File: src/rtl/reg_bank_arbiter.sv
// Two-requester round-robin arbiter in front of a single register bank (IDLE/ACCESS/RESP).
// Define ARB_TIMEOUT_EN to abort an ACCESS with err=1 after TIMEOUT_CYC cycles without bank_ack.
module reg_bank_arbiter #(
  parameter int unsigned ADDR_W      = 8,
  parameter int unsigned REG_W       = 8,
  parameter int unsigned TIMEOUT_CYC = 15
) (
  input  logic              clk,
  input  logic              rst,
  input  logic              ena,
  input  logic              m0_req,
  input  logic              m0_wr_rdn,
  input  logic [ADDR_W-1:0] m0_addr,
  input  logic [REG_W-1:0]  m0_wdata,
  output logic              m0_done,
  output logic [REG_W-1:0]  m0_rdata,
  output logic              m0_err,
  input  logic              m1_req,
  input  logic              m1_wr_rdn,
  input  logic [ADDR_W-1:0] m1_addr,
  input  logic [REG_W-1:0]  m1_wdata,
  output logic              m1_done,
  output logic [REG_W-1:0]  m1_rdata,
  output logic              m1_err,
  output logic              bank_wr_rdn,
  output logic [ADDR_W-1:0] bank_addr,
  output logic [REG_W-1:0]  bank_wdata,
  output logic              bank_we,
  input  logic [REG_W-1:0]  bank_rdata,
  input  logic              bank_ack,
  input  logic              bank_err,
  output logic              busy
);

  typedef enum logic [1:0] {IDLE = 2'd0, ACCESS = 2'd1, RESP = 2'd2} state_e;

  state_e            state_q;
  logic              gnt_q;
  logic              prio_q;
  logic [1:0]        done_q;
  logic [1:0]        err_q;
  logic [REG_W-1:0]  rdata_q [2];
  logic              bank_we_q;
  logic              bank_wr_rdn_q;
  logic [ADDR_W-1:0] bank_addr_q;
  logic [REG_W-1:0]  bank_wdata_q;

  logic              win_d;
  logic              grant_d;
  logic              sel_wr_d;
  logic [ADDR_W-1:0] sel_addr_d;
  logic [REG_W-1:0]  sel_wdata_d;
  logic              tmo_hit;

  // prio_q names the requester that wins a tie; it always points away from the last grant.
  assign win_d       = (m0_req & m1_req) ? prio_q : m1_req;
  assign grant_d     = (state_q == IDLE) & ena & (m0_req | m1_req);
  assign sel_wr_d    = win_d ? m1_wr_rdn : m0_wr_rdn;
  assign sel_addr_d  = win_d ? m1_addr   : m0_addr;
  assign sel_wdata_d = win_d ? m1_wdata  : m0_wdata;

`ifdef ARB_TIMEOUT_EN
  logic [7:0] tmo_q;

  // tmo_q counts ack-less ACCESS cycles already elapsed; this cycle would be number TIMEOUT_CYC.
  assign tmo_hit = ~bank_ack & (tmo_q == 8'(TIMEOUT_CYC - 1));

  always_ff @(posedge clk or posedge rst) begin
    if (rst) begin
      tmo_q <= '0;
    end else if (grant_d) begin
      tmo_q <= '0;
    end else if (state_q == ACCESS && !bank_ack) begin
      tmo_q <= tmo_q + 8'd1;
    end
  end
`else
  // TIMEOUT_CYC is never 0, so this is a constant low with no counter behind it.
  assign tmo_hit = (TIMEOUT_CYC == 0);
`endif

  always_ff @(posedge clk or posedge rst) begin
    if (rst) begin
      state_q       <= IDLE;
      gnt_q         <= 1'b0;
      prio_q        <= 1'b0;
      done_q        <= 2'b00;
      err_q         <= 2'b00;
      rdata_q[0]    <= '0;
      rdata_q[1]    <= '0;
      bank_we_q     <= 1'b0;
      bank_wr_rdn_q <= 1'b0;
      bank_addr_q   <= '0;
      bank_wdata_q  <= '0;
    end else begin
      case (state_q)
        IDLE: begin
          if (grant_d) begin
            gnt_q         <= win_d;
            prio_q        <= ~win_d;
            bank_wr_rdn_q <= sel_wr_d;
            bank_addr_q   <= sel_addr_d;
            bank_wdata_q  <= sel_wdata_d;
            bank_we_q     <= sel_wr_d;
            state_q       <= ACCESS;
          end
        end
        ACCESS: begin
          bank_we_q <= 1'b0;
          if (bank_ack) begin
            if (!bank_wr_rdn_q) begin
              rdata_q[gnt_q] <= bank_rdata;
            end
            err_q[gnt_q]  <= bank_err;
            done_q[gnt_q] <= 1'b1;
            state_q       <= RESP;
          end else if (tmo_hit) begin
            err_q[gnt_q]  <= 1'b1;
            done_q[gnt_q] <= 1'b1;
            state_q       <= RESP;
          end
        end
        RESP: begin
          done_q  <= 2'b00;
          state_q <= IDLE;
        end
        default: begin
          state_q <= IDLE;
        end
      endcase
    end
  end

  assign m0_done     = done_q[0];
  assign m1_done     = done_q[1];
  assign m0_err      = err_q[0];
  assign m1_err      = err_q[1];
  assign m0_rdata    = rdata_q[0];
  assign m1_rdata    = rdata_q[1];
  assign bank_we     = bank_we_q;
  assign bank_wr_rdn = bank_wr_rdn_q;
  assign bank_addr   = bank_addr_q;
  assign bank_wdata  = bank_wdata_q;
  assign busy        = (state_q != IDLE);

endmodule

File: config.mk
export PLATFORM = sky130hd
export DESIGN_NAME = reg_bank_arbiter
export DESIGN_NICKNAME = d
export VERILOG_FILES = /design/src/rtl/reg_bank_arbiter.sv
export SDC_FILE = /design/constraint.sdc
export NUM_CORES = 1
export LEC_CHECK = 0
export ABC_AREA = 1
export BUFFER_PORTS_ARGS = -buffer_cell sky130_fd_sc_hd__buf_2
export CAP_MARGIN = 30
export CORE_UTILIZATION = 40
export DETAILED_ROUTE_END_ITERATION = 12
export PLACE_DENSITY = 0.78
export SLEW_MARGIN = 5
export SYNTH_ARGS = -nofsm -noshare
export SYNTH_HDL_FRONTEND = slang
export SYNTH_SLANG_ARGS = --single-unit
export TNS_END_PERCENT = 20
File: constraint.sdc
create_clock -name clk -period 1.2 [get_ports clk]
set_input_delay 0.18 -clock clk [delete_from_list [all_inputs] [get_ports clk]]
set_output_delay 0.18 -clock clk [all_outputs]
set_load 0.05 [all_outputs]
### After elaboration in Yosys (flattened, before gate mapping)

Cells that the tools add are included.

| storage, ports and cells | value |
|---|---|
| word-level logic and storage cells | 56 |
| bits in registers | 42 |
| output and inout port bits | 39 |
| bits of input ports | 49 |

| cells by class | value |
|---|---|
| eq/ne operators | 4 |
| bitwise operators | 8 |
| multiplexer cells | 17 |
| magnitude comparators | 4 |
| reductions and logical operators | 12 |

Operators by type and width:

| operator | count |
|---|---|
| 8-bit two-way mux | 3 |
| 16-bit bitwise mux | 1 |
| 2-bit AND reduction | 5 |
| 8-bit demux with 1-bit select | 1 |
| 2-bit one-hot mux with 2 select lines | 2 |
| 2-bit two-way mux | 3 |
| 2-bit nonzero test | 3 |
| 1-bit two-way mux | 4 |
| 2-bit inequality test (second input constant) | 2 |
| 1-bit bitwise AND | 3 |
| 3-bit AND reduction | 1 |
| 2-bit bitwise mux | 1 |
| 2-bit by 1-bit == test with 1-bit output (second input constant) | 1 |
| 2-bit == test (second input constant) | 1 |
| 2-bit >= comparator (second input constant) | 1 |
| 1-bit logical AND | 2 |
| 2-bit logical NOT | 1 |
| 1-bit by 2-bit less-than comparator with 1-bit output (second input constant) | 1 |
| 2-bit by 1-bit less-than comparator with 1-bit output (second input constant) | 1 |
| 1-bit inverter | 2 |
| 1-bit inverter with 2-bit output | 1 |
| 2-bit bitwise OR | 1 |
| 1-bit one-hot mux with 2 select lines | 1 |
| 1-bit demux with 1-bit select | 1 |
| other kinds (2) | 2 |

### Logic depth before layout (Yosys ltp)

| logic depth | value |
|---|---|
| depth in word-level cells | 7 |
| mapped depth | 8 |
| mapped depth without buffers | 7 |

### Worst setup path before layout

Ideal clock, no wire load.

| timing path | value |
|---|---|
| path type | register -> register |
| from | reg bank_wr_rdn_q, in the netlist bank_wr_rdn |
| to | reg rdata_q (netlist bit m0_rdata[7]) |
| setup time | 119 ps |
| period minus slack after synthesis | 1273 ps |
| buffers on the path | 1 |
| data required time | 1081 ps |
| setup slack | -73 ps |
| data arrival time | 1154 ps |
| cell stages (with the launch flop) | 7 |
| path through | dfrtp_1 > inv_1 > nand2_1 > nor2_8 > buf_6 > nand3_1 > nand2_1 |

| on the way | value |
|---|---|
| word-level cells in the longest chain between the ends | 2 |

Ends and longest elaborated chain:

| element | line | RTL |
|---|---|---|
| start: declaration | 44 | `logic bank_wr_rdn_q;` |
| start signal: assignment | 101 | `bank_wr_rdn_q <= sel_wr_d;` |
| 1-bit inverter (no source line) | - |  |
| 3-bit AND reduction (no source line) | - |  |
| end signal: indexed assignment | 112 | `rdata_q[gnt_q] <= bank_rdata;` |
| end: declaration | 42 | `logic [REG_W-1:0] rdata_q [2];` |

Every way passes these cells.
A chain may end at the register's enable or synchronous reset.

### Final worst setup path

| timing path | value |
|---|---|
| from | reg state_q[0] |
| to | out busy |

| on the way | value |
|---|---|
| word-level cells in the longest chain between the ends | 1 |

Ends and longest elaborated chain:

| element | line | RTL |
|---|---|---|
| start: declaration | 37 | `state_e state_q;` |
| start signal: assignment | 84 | `state_q <= IDLE;` |
| start signal: assignment | 105 | `state_q <= ACCESS;` |
| start signal: assignment | 116 | `state_q <= RESP;` |
| 2-bit nonzero test | 144 | `assign busy = (state_q != IDLE);` |
| end: declaration | 32 | `output logic busy` |

Every way passes these cells.

==> flow_summary_export.csv <==
group,metric,value,unit
critical_path,rr_endpoint,"bank_addr[6]",
route,drt_wl_total,4651,µm
finish,fillerInstances,453,
finish,drive_gt1_frac,0.3673,
logic_synthesis,synth_xor_area_frac,0,
placed_design,port-buffer-count,87,
clocking,cts.sinks,42,
grt,grt_pass1_wl,7665,µm
critical_path,path_max_fanout,3,
sta,clock_skew,0.005423,ns
grt,grt_pass1_vias,1744,
die,dieWidth,71.86,µm
power,cellLeakagePower,1.569,nW
critical_path,end_kind,"primary output",
placed_design,place_ws,0.01137,ns
logic_synthesis,netlist_instances,242,
route,dr.pass1.iters,4,
critical_path,worstSetupPathType,"reg2out",
die,initial_core_util,0.4132,
placed_design,gp_congestion,0.7871,
critical_path,reg2reg_depth,6,
critical_path,slowest_stage,"dfrtp_1",
grt,met2_usage,0.3281,
worst_hold_path,holdPathEnd,"state_q[0]",
sta,layout_setup_ws,-0.01674,ns
grt,antenna_found_initial,0,
clocking,cts-root-buf,"clkbuf_8",
logic_synthesis,avgSynthCellArea,8.066,µm²
clocking,cts_buffer_depth,2,
grt,grt_max_degree,43,
critical_path,critPathTopFamily,"flip-flops",
outcome,status,"finished with violations",
power,p_total,0.007028,W
clocking,cts_max_level,2,
critical_path,max_stage_delay,0.41,ns
route,via_count,1896,
logic_synthesis,yosys.area_share.simple,0.3846,
placed_design,place_hpwl,3403,µm
sta,tightest_slew,0.3350,ns
logic_synthesis,synthAdderAreaFrac,0,
critical_path,crit_arrival,1.04,ns
logic_synthesis,synth_top_family_by_area,"simple AND/OR/NAND/NOR gates",
finish,antenna_cells,0,
finish,seq_area,1054,µm²
die,core-area,4723,µm²
outcome,failed_checks,"negative setup slack",
finish,final_cell_mix,"nand2_1 (123), buf_2 (86), dfrtp_1 (40)",
grt,use_met1,0.2448,
logic_synthesis,synth_cell_types,20,
sta,slew_viol_final,0,
route,vias_per_cell,4.624,
critical_path,critPathBufInv,2,
logic_synthesis,syn-num-nets,291,
sta,relSlewSlack,0.7758,
power,vdd_drop_max,0.001169,V
critical_path,r2r_start,"state_q[0]",
critical_path,path_cells,"nor2_4 -> inv_2 -> buf_6",
clocking,worstSkewPairLatency,0.29,ns
die,die_area,5163,µm²
sta,period_needed,1.217,ns
power,power.density,2636,nW/µm²
placed_design,dp_cells,399,
worst_hold_path,worstHoldPathCells,2,
finish,layout_commonest_cell,"nand2_1",
worst_hold_path,min_from,"bank_ack",
clocking,cts_tree,"yes",
logic_synthesis,synth-seq-cells,42,
route,wire_per_inst,11.34,µm
sta,rsz0062_at_grt,"yes",
finish,final_cells,410,
sta,period_share,1.014,
grt,busiest_layer,"met2",
sta,final_hold_viol_count,0,
logic_synthesis,synth_compound_area_frac,0.01795,
route,ant_nets,0,
grt,grt_overflow,0,
logic_synthesis,muxShareOfSynthArea,0,
critical_path,rrSetupSlack,0.06,ns
critical_path,cp.required,1.02,ns
die,io_pins,88,
critical_path,cp-start-kind,"flop",
sta,setup_viol_count_final,1,
clocking,cts.reportedPaths.clkPinSlew,0.08,ns
sta,setup-tns-final,-0.01674,ns
grt,grt_util_met3,0.04501,
finish,syn_to_final_growth,36.60,%
worst_hold_path,hold_path.class,"in2reg",
die,dieHeight,71.86,µm
route,drc,0,
logic_synthesis,seq_area_frac_synth,0.5385,
finish,multi_input_area,823.3,µm²
logic_synthesis,yosysWarnings,0,
die,row_count,25,
grt,grt_usage,0.1912,
job,maxCapViolCount,0,
clocking,cts_buffers,5,
logic_synthesis,netlist_area,1952,µm²
route,dr.first_iter.drc_count,126,
sta,fmax,821.9,MHz
finish,final_nets,392,
-- worst max-delay path by stage --
stage | from | end | cells past startpoint
after floorplan | rst | bank_wr_rdn | 1
after global placement | state_q[1] | bank_addr[1] | 6
after detailed placement | state_q[1] | bank_addr[6] | 6
after CTS | state_q[0] | busy | 3
after global routing | state_q[0] | busy | 3
final | state_q[0] | busy | 3
-- cell type report --
cell class | count | share of cell area
Clock inverter | 2 | 0.003754
Sequential cell | 42 | 0.3951
Inverter | 12 | 0.01830
Tap cell | 67 | 0.03144
Timing Repair Buffer | 102 | 0.2149
Multi-Input combinational cell | 179 | 0.3088
Timing Repair inverter | 1 | 0.001877
Clock buffer | 5 | 0.02581
-- metrics by stage --
stage	hold slack (ns)	util	instance area [µm²]
floorplan	0.2914	-	1953
global placement	0.2226	0.5303	2505
detailed placement	0.2264	0.5303	2505
CTS	0.1225	0.5568	2630
global route	0.1334	0.5645	2666
finish	0.1257	0.5645	2666
-- flip-flops by register name, summed over array words and instances, names as in the netlist --
signal       cells
bank_wr_rdn      1
gnt_q            1
m0_rdata         8
state_q          2
bank_wdata       8
err_q            2
bank_we          1
bank_addr        8
m1_rdata         8
prio_q           1
done_q           2
-- report_power, final --
part	switching, W	leakage (nW)	internal, W
combinational	0.00295	1.00	0.000905
clock	0.000453	0.0438	0.000390
sequential	0.000331	0.525	0.00200
-- routing by layer --
layer	vias up	share of wire
met2	75	0.50
li1	954	-
met1	865	0.44
met3	2	0.056
met5	-	0
met4	0	0.0017
-- repair_timing --
action                                  in CTS  in global routing
pin swaps                                    1                  1
resized for setup                            6                  7
hold endpoints to repair                    42                  0
hold buffers                                 1                  0
endpoints found under the setup margin       7                 38
buffers inserted                             2                  0
cloned                                       0                  1
-- synth_stat cells --
cell	count	area share
buf_2	2	0.0051
a21oi_1	2	0.0051
buf_6	3	0.017
buf_1	1	0.0019
buf_4	3	0.012
inv_2	1	0.0019
nor2_4	2	0.012
clkinv_1	1	0.0019
nor2_8	1	0.010
nor2_1	2	0.0038
nand3_1	34	0.087
nand2_1	123	0.24
nand3b_1	1	0.0038
nand2_2	6	0.019
nand2_4	1	0.0058
inv_1	10	0.019
dfrtp_1	42	0.54
nor2_2	2	0.0064
o21ai_1	1	0.0026
o21ai_0	4	0.010
-- cells by family after synthesis --
kind of cell,after synthesis
simple gates,172
flops,42
buf+inv,21
compound gates,7
(Power assumes the default switching activity.)
